[config.mk]
export PLATFORM = sky130hd
export DESIGN_NAME = sfp_out_serializer
export DESIGN_NICKNAME = d
export VERILOG_FILES = /design/src/rtl/sfp_out_serializer.sv
export SDC_FILE = /design/constraint.sdc
export NUM_CORES = 1
export LEC_CHECK = 0
export CORE_ASPECT_RATIO = 0.7
export CORE_UTILIZATION = 55
export CTS_CLUSTER_SIZE = 10
export DETAILED_ROUTE_END_ITERATION = 7
export PLACE_DENSITY = 0.79
export SETUP_SLACK_MARGIN = 0.1
export SYNTH_ARGS = -nofsm -noshare
export SYNTH_HDL_FRONTEND = slang
export SYNTH_SLANG_ARGS = --single-unit
export TNS_END_PERCENT = 10
[constraint.sdc]
create_clock -name clk -period 31.1 [get_ports clk]
set_input_delay 6.22 -clock clk [delete_from_list [all_inputs] [get_ports clk]]
set_output_delay 6.22 -clock clk [all_outputs]
set_load 0.02 [all_outputs]
[src/rtl/sfp_out_serializer.sv]
// ---------------------------------------------------------------------------
// sfp_out_serializer
//
// Downstream drain for one core's SFP output. Whole vectors of `col` lanes
// (each `bw_psum` bits) are buffered in a small FIFO. They are then streamed
// one lane at a time over a narrow valid/ready bus toward the chip readout.
// There is one instance per core, clocked by that core's clock.
//
// Ports
//   clk         core clock
//   reset       asynchronous, active-high; discards everything in flight
//   in_valid    in_data holds a vector
//   in_ready    FIFO can accept a vector (held low while reset is high)
//   in_data     vector; lane i = bits [i*bw_psum +: bw_psum]
//   out_valid   out_data holds a lane
//   out_ready   consumer takes the lane
//   out_data    current lane, raw two's-complement bits
//   out_lane    index of the current lane
//   out_last    high with lane col-1
//   row_cnt     completed vectors, mod 256
//   fifo_empty  registered FIFO status
//   fifo_full   registered FIFO status
// ---------------------------------------------------------------------------
module sfp_out_serializer #(
  parameter int col        = 8,
  parameter int bw_psum    = 19,
  parameter int fifo_depth = 4
) (
  input  logic                     clk,
  input  logic                     reset,
  input  logic                     in_valid,
  output logic                     in_ready,
  input  logic [col*bw_psum-1:0]   in_data,
  output logic                     out_valid,
  input  logic                     out_ready,
  output logic [bw_psum-1:0]       out_data,
  output logic [$clog2(col)-1:0]   out_lane,
  output logic                     out_last,
  output logic [7:0]               row_cnt,
  output logic                     fifo_empty,
  output logic                     fifo_full
);

  localparam int AW = $clog2(fifo_depth);
  localparam int PW = AW + 1;
  localparam int LW = $clog2(col);
  localparam int VW = col * bw_psum;
  localparam logic [LW-1:0] LAST_LANE = LW'(col - 1);

  typedef enum logic {IDLE, SHIFT} state_t;

  logic [VW-1:0] r_mem [fifo_depth];
  logic [PW-1:0] r_wptr;
  logic [PW-1:0] r_rptr;
  logic          r_full;
  logic          r_empty;
  state_t        r_state;
  logic [VW-1:0] r_shift;
  logic [LW-1:0] r_lane;
  logic [7:0]    r_row_cnt;

  logic          w_push;
  logic          w_pop;
  logic          w_last_beat;
  logic [PW-1:0] w_wptr_nxt;
  logic [PW-1:0] w_rptr_nxt;
  logic [VW-1:0] w_head;

  // in_ready is gated by reset so nothing is accepted while the block is held.
  // A push is refused while full even if a pop happens in the same cycle.
  assign in_ready    = ~reset & ~r_full;
  assign w_push      = in_valid & in_ready;
  assign w_last_beat = (r_state == SHIFT) & out_ready & (r_lane == LAST_LANE);
  assign w_pop       = ~r_empty & ((r_state == IDLE) | w_last_beat);
  assign w_wptr_nxt  = r_wptr + PW'(w_push);
  assign w_rptr_nxt  = r_rptr + PW'(w_pop);
  assign w_head      = r_mem[r_rptr[AW-1:0]];

  // Vector storage; contents need no reset because the pointers gate all reads.
  always_ff @(posedge clk) begin
    if (w_push) begin
      r_mem[r_wptr[AW-1:0]] <= in_data;
    end
  end

  // Pointers carry one extra wrap bit so full and empty can be told apart.
  // The status flags are computed from the next pointer values.
  always_ff @(posedge clk or posedge reset) begin
    if (reset) begin
      r_wptr  <= '0;
      r_rptr  <= '0;
      r_full  <= 1'b0;
      r_empty <= 1'b1;
    end else begin
      r_wptr  <= w_wptr_nxt;
      r_rptr  <= w_rptr_nxt;
      r_full  <= (w_wptr_nxt[PW-1] != w_rptr_nxt[PW-1]) &&
                 (w_wptr_nxt[AW-1:0] == w_rptr_nxt[AW-1:0]);
      r_empty <= (w_wptr_nxt == w_rptr_nxt);
    end
  end

  // Serializer FSM. The shift register moves right one lane per accepted beat,
  // so the current lane always sits in the low bits. On the final lane the next
  // head is loaded directly when available, giving back-to-back vectors with
  // no bubble. The register is cleared on returning to IDLE so no stale lane
  // lingers on out_data.
  always_ff @(posedge clk or posedge reset) begin
    if (reset) begin
      r_state   <= IDLE;
      r_shift   <= '0;
      r_lane    <= '0;
      r_row_cnt <= '0;
    end else begin
      case (r_state)
        IDLE: begin
          if (!r_empty) begin
            r_shift <= w_head;
            r_lane  <= '0;
            r_state <= SHIFT;
          end
        end
        SHIFT: begin
          if (out_ready) begin
            if (r_lane == LAST_LANE) begin
              r_row_cnt <= r_row_cnt + 8'd1;
              if (!r_empty) begin
                r_shift <= w_head;
                r_lane  <= '0;
              end else begin
                r_shift <= '0;
                r_lane  <= '0;
                r_state <= IDLE;
              end
            end else begin
              r_shift <= r_shift >> bw_psum;
              r_lane  <= r_lane + LW'(1);
            end
          end
        end
        default: r_state <= IDLE;
      endcase
    end
  end

  assign out_valid  = (r_state == SHIFT);
  assign out_data   = r_shift[bw_psum-1:0];
  assign out_lane   = r_lane;
  assign out_last   = (r_state == SHIFT) && (r_lane == LAST_LANE);
  assign row_cnt    = r_row_cnt;
  assign fifo_empty = r_empty;
  assign fifo_full  = r_full;

endmodule

==> flow_summary.toml <==
[power]
switching_share = 0.275
power.internal_mw = 2.21
cellLeakagePower_nw = 11.8
power_switching_uw = 837
combinationalPowerShare = 0.229
power_mw = 3.05
peakVddDrop_uv = 57.2
clock_power_share = 0.308
cellPowerDensity_mw_per_mm2 = 87.6
seqPwrFrac = 0.463

[yosys]
syn_area_sq_mm = 0.0298
yosysUniqueCellTypes = 31
synth_cells = 1411
synth_top_family_by_area = "multiplexers"
ys.flop_type = "edfxtp_1"
synth_edf_count = 608
synth_compound_area_frac = 0.0517
synthMuxAreaShare = 0.116
syn_nets = 1574
synth_xor_area_frac = 0.00353
synth_simple_gate_area_frac = 0.0445
ys_ff_latch = 780
seq_area_frac_synth = 0.758
synthAdderAreaFrac = 0.00294
syn-mean-instance-area_sq_um = 21.1
async_reset_ff_frac = 0.221
yosysWarnings = 0

[sta]
max_freq_ghz = 0.0727
relSlewSlack = 0.199
drv_slew = 0
grt_setup_unrepaired = "false"
hold_viol = 0
worst_slew_pin_slew_ns = 1.20
finalSetupViolations = 0
finalCriticalPeriod_ns = 13.76
finalClockSkew_ns = 0.0209
timing.setup.tns_ns = 0
min_period_over_period = 0.442

[floorplanning]
dieArea_sq_mm = 0.0551
start_util = 0.564
core_region_area_sq_mm = 0.0528
dieWidth_um = 280
row_count = 70
ioPinCount = 191
fp.dieH_um = 197

[setup_path]
critPathMaxStageDelay_ns = 0.62
path_delay_family = "buffers and inverters"
cp-end-kind = "output pin"
crit_type = "input pin to output pin"
worstPathBufferInverterCount = 2
start_kind = "input pin"
cp.arrival_ns = 7.53
worstPathRequired_ns = 24.88
crit_fanout = 3
crit_top_cell = "clkdlybuf4s50_1"
crit_chain = "clkdlybuf4s50_1 -> nor2_1 -> clkdlybuf4s50_1"
critical_path.slowest_cell = "clkdlybuf4s50_1"

[drt]
route.detailed.drc = 0
drt_iter0_drc = 1600
dr_total_vias = 15300
routed_wl_um = 64900
wl_per_cell_um = 27.3
first_pass_iters = 7
postRouteAntennaNets = 0
vias_per_cell = 6.42

[run]
cap_violations = 0

[finish]
layout-drive-gt1-share = 0.175
fin_util = 0.659
nNetsFinal = 1744
area_delta_synth_final_pct = 16.8

[placement]
place_hpwl_um = 35400
portBuffers = 190
globalplace.congestion = 0.748

[global_route]
first_global_vias = 15500
grt_util_all_layers = 0.241
grt_pass1_wl_um = 97700
antenna_found_initial = 11
overflow = 0
grt_max_degree = 154

[clock_tree]
numCtsBuffers = 88
cts_buffer_depth = 3
cts_tree = "yes"
htree_levels = 3
clk_pin_slew_ns = 0.05
clkLatencyLatePin_ns = 0.62
post_cts_resized = 0
cts_setup_buffers = 0
clock-root-buffer = "clkbuf_16"
cts_hold_buf = 0
clkSinkCount = 780

[hold_path]
hold_path_class = "flip-flop to flip-flop"

[status]
outcome = "finished, final reports clean"
cells in the final DEF, fill, tap and decap left out, drive strengths merged:
cell           Yosys  layout
and2               1       1
nor4b            133     133
nand2b             1       1
nand4              3       3
xor2               7       7
mux2               4       4
a22o              22      22
edfxtp           608     608
a21bo              1       1
inv                2       5
and3               1       1
xnor2              5       5
nor2b              3       3
clkbuf            70     155
diode              0       9
nand2              8       8
dfstp              1       1
nor3b              2       2
ha                 7       7
clkdlybuf4s50      0     190
nor2               8       8
buf               63      23
a21oi              1       1
or2                1       1
nand3              1       1
a221o            133     133
clkinv             0       2
mux4             152     152
dfrtp            171     171
nor3               2       2
final timing paths:
| kind | endpoint | cells after the start | slack (ns) | start |
|---|---|---|---|---|
| max | in_ready | 3 | 17.35 | reset |
| min | row_cnt[7] | 1 | 0.48 | row_cnt[7] |
| max reg2reg | r_mem[3][30] | 4 | 27.14 | fifo_full |
| min reg2reg | row_cnt[7] | 1 | 0.48 | row_cnt[7] |
| max in group asynchronous | r_shift[51] | 3 | 23.51 | reset |
| min in group asynchronous | r_shift[16] | 2 | 6.27 | reset |
flip-flops by register name (all words and copies together), names as in the netlist:
register    flops
r_wptr          3
out_lane        3
r_rptr          3
row_cnt         8
r_shift       152
r_mem         608
fifo_full       1
fifo_empty      1
out_valid       1
worst reg2reg max path, cell delays in order (launching register included):
cell     delay [ns]
dfrtp_1        0.45
nor3b_1        0.61
and3_4         0.80
buf_4          0.89
buf_4          0.81
power by group through the flow:
stage | registers, mW | logic (mW) | clock network, mW
2_1_floorplan | 1.39 | 0.539 | 0
3_3_place_gp | 1.42 | 0.688 | 0
3_5_place_dp | 1.43 | 0.705 | 0
4_1_cts | 1.41 | 0.709 | 0.952
5_1_grt | 1.42 | 0.746 | 0.995
6_report | 1.41 | 0.698 | 0.939
kinds of logic after synthesis:
family          after synthesis
buf+inv                     135
xor+xnor                     12
flops                       780
mux                         156
simple gates                164
fa+ha+maj                     7
compound gates              157
synth_stat cells, types with 2 or more instances:
library cell  count  share of area
a221o_1         133          0.045
a22o_1           22         0.0065
buf_2            34         0.0057
buf_4            19         0.0048
buf_6             9         0.0034
clkbuf_1         70         0.0088
dfrtp_1         171           0.14
edfxtp_1        608           0.61
ha_1              7         0.0029
inv_1             2        0.00025
mux2_2            4         0.0015
mux4_2          152           0.11
nand2_1           8         0.0010
nand4_1           3        0.00063
nor2_1            8         0.0010
nor2b_1           2        0.00042
nor3_1            2        0.00034
nor3b_1           2        0.00050
nor4b_1         133          0.039
xnor2_1           5         0.0015
xor2_1            7         0.0021
area by class of cell:
cell class	count	area, sq um
antenna	9	22.5
fill	3336	18000
inverter	2	15.0
timing repair buffer	213	2100
clock inverter	5	81.3
multi-input combinational	496	6580
clock buffer	155	2520
tap	720	901
sequential	780	22600
routing by layer:
layer | part of all wire | global-route usage
met1 | 0.41 | 0.349
met2 | 0.48 | 0.367
met3 | 0.077 | 0.0570
met4 | 0.023 | 0.0749
met5 | 0.0011 | 0
through the flow:
stage	hold slack [ns]	instances	cell area [sq um]	worst slack (ns)
finish	0.479	2380	34800	17.35
floorplan	0.446	1411	29800	12.56
global route	0.499	2374	34800	17.30
detailed placement	0.470	2211	32200	17.35
CTS	0.478	2371	34800	17.35
global placement	0.459	2211	32200	17.33
(Power assumes the default switching activity.)
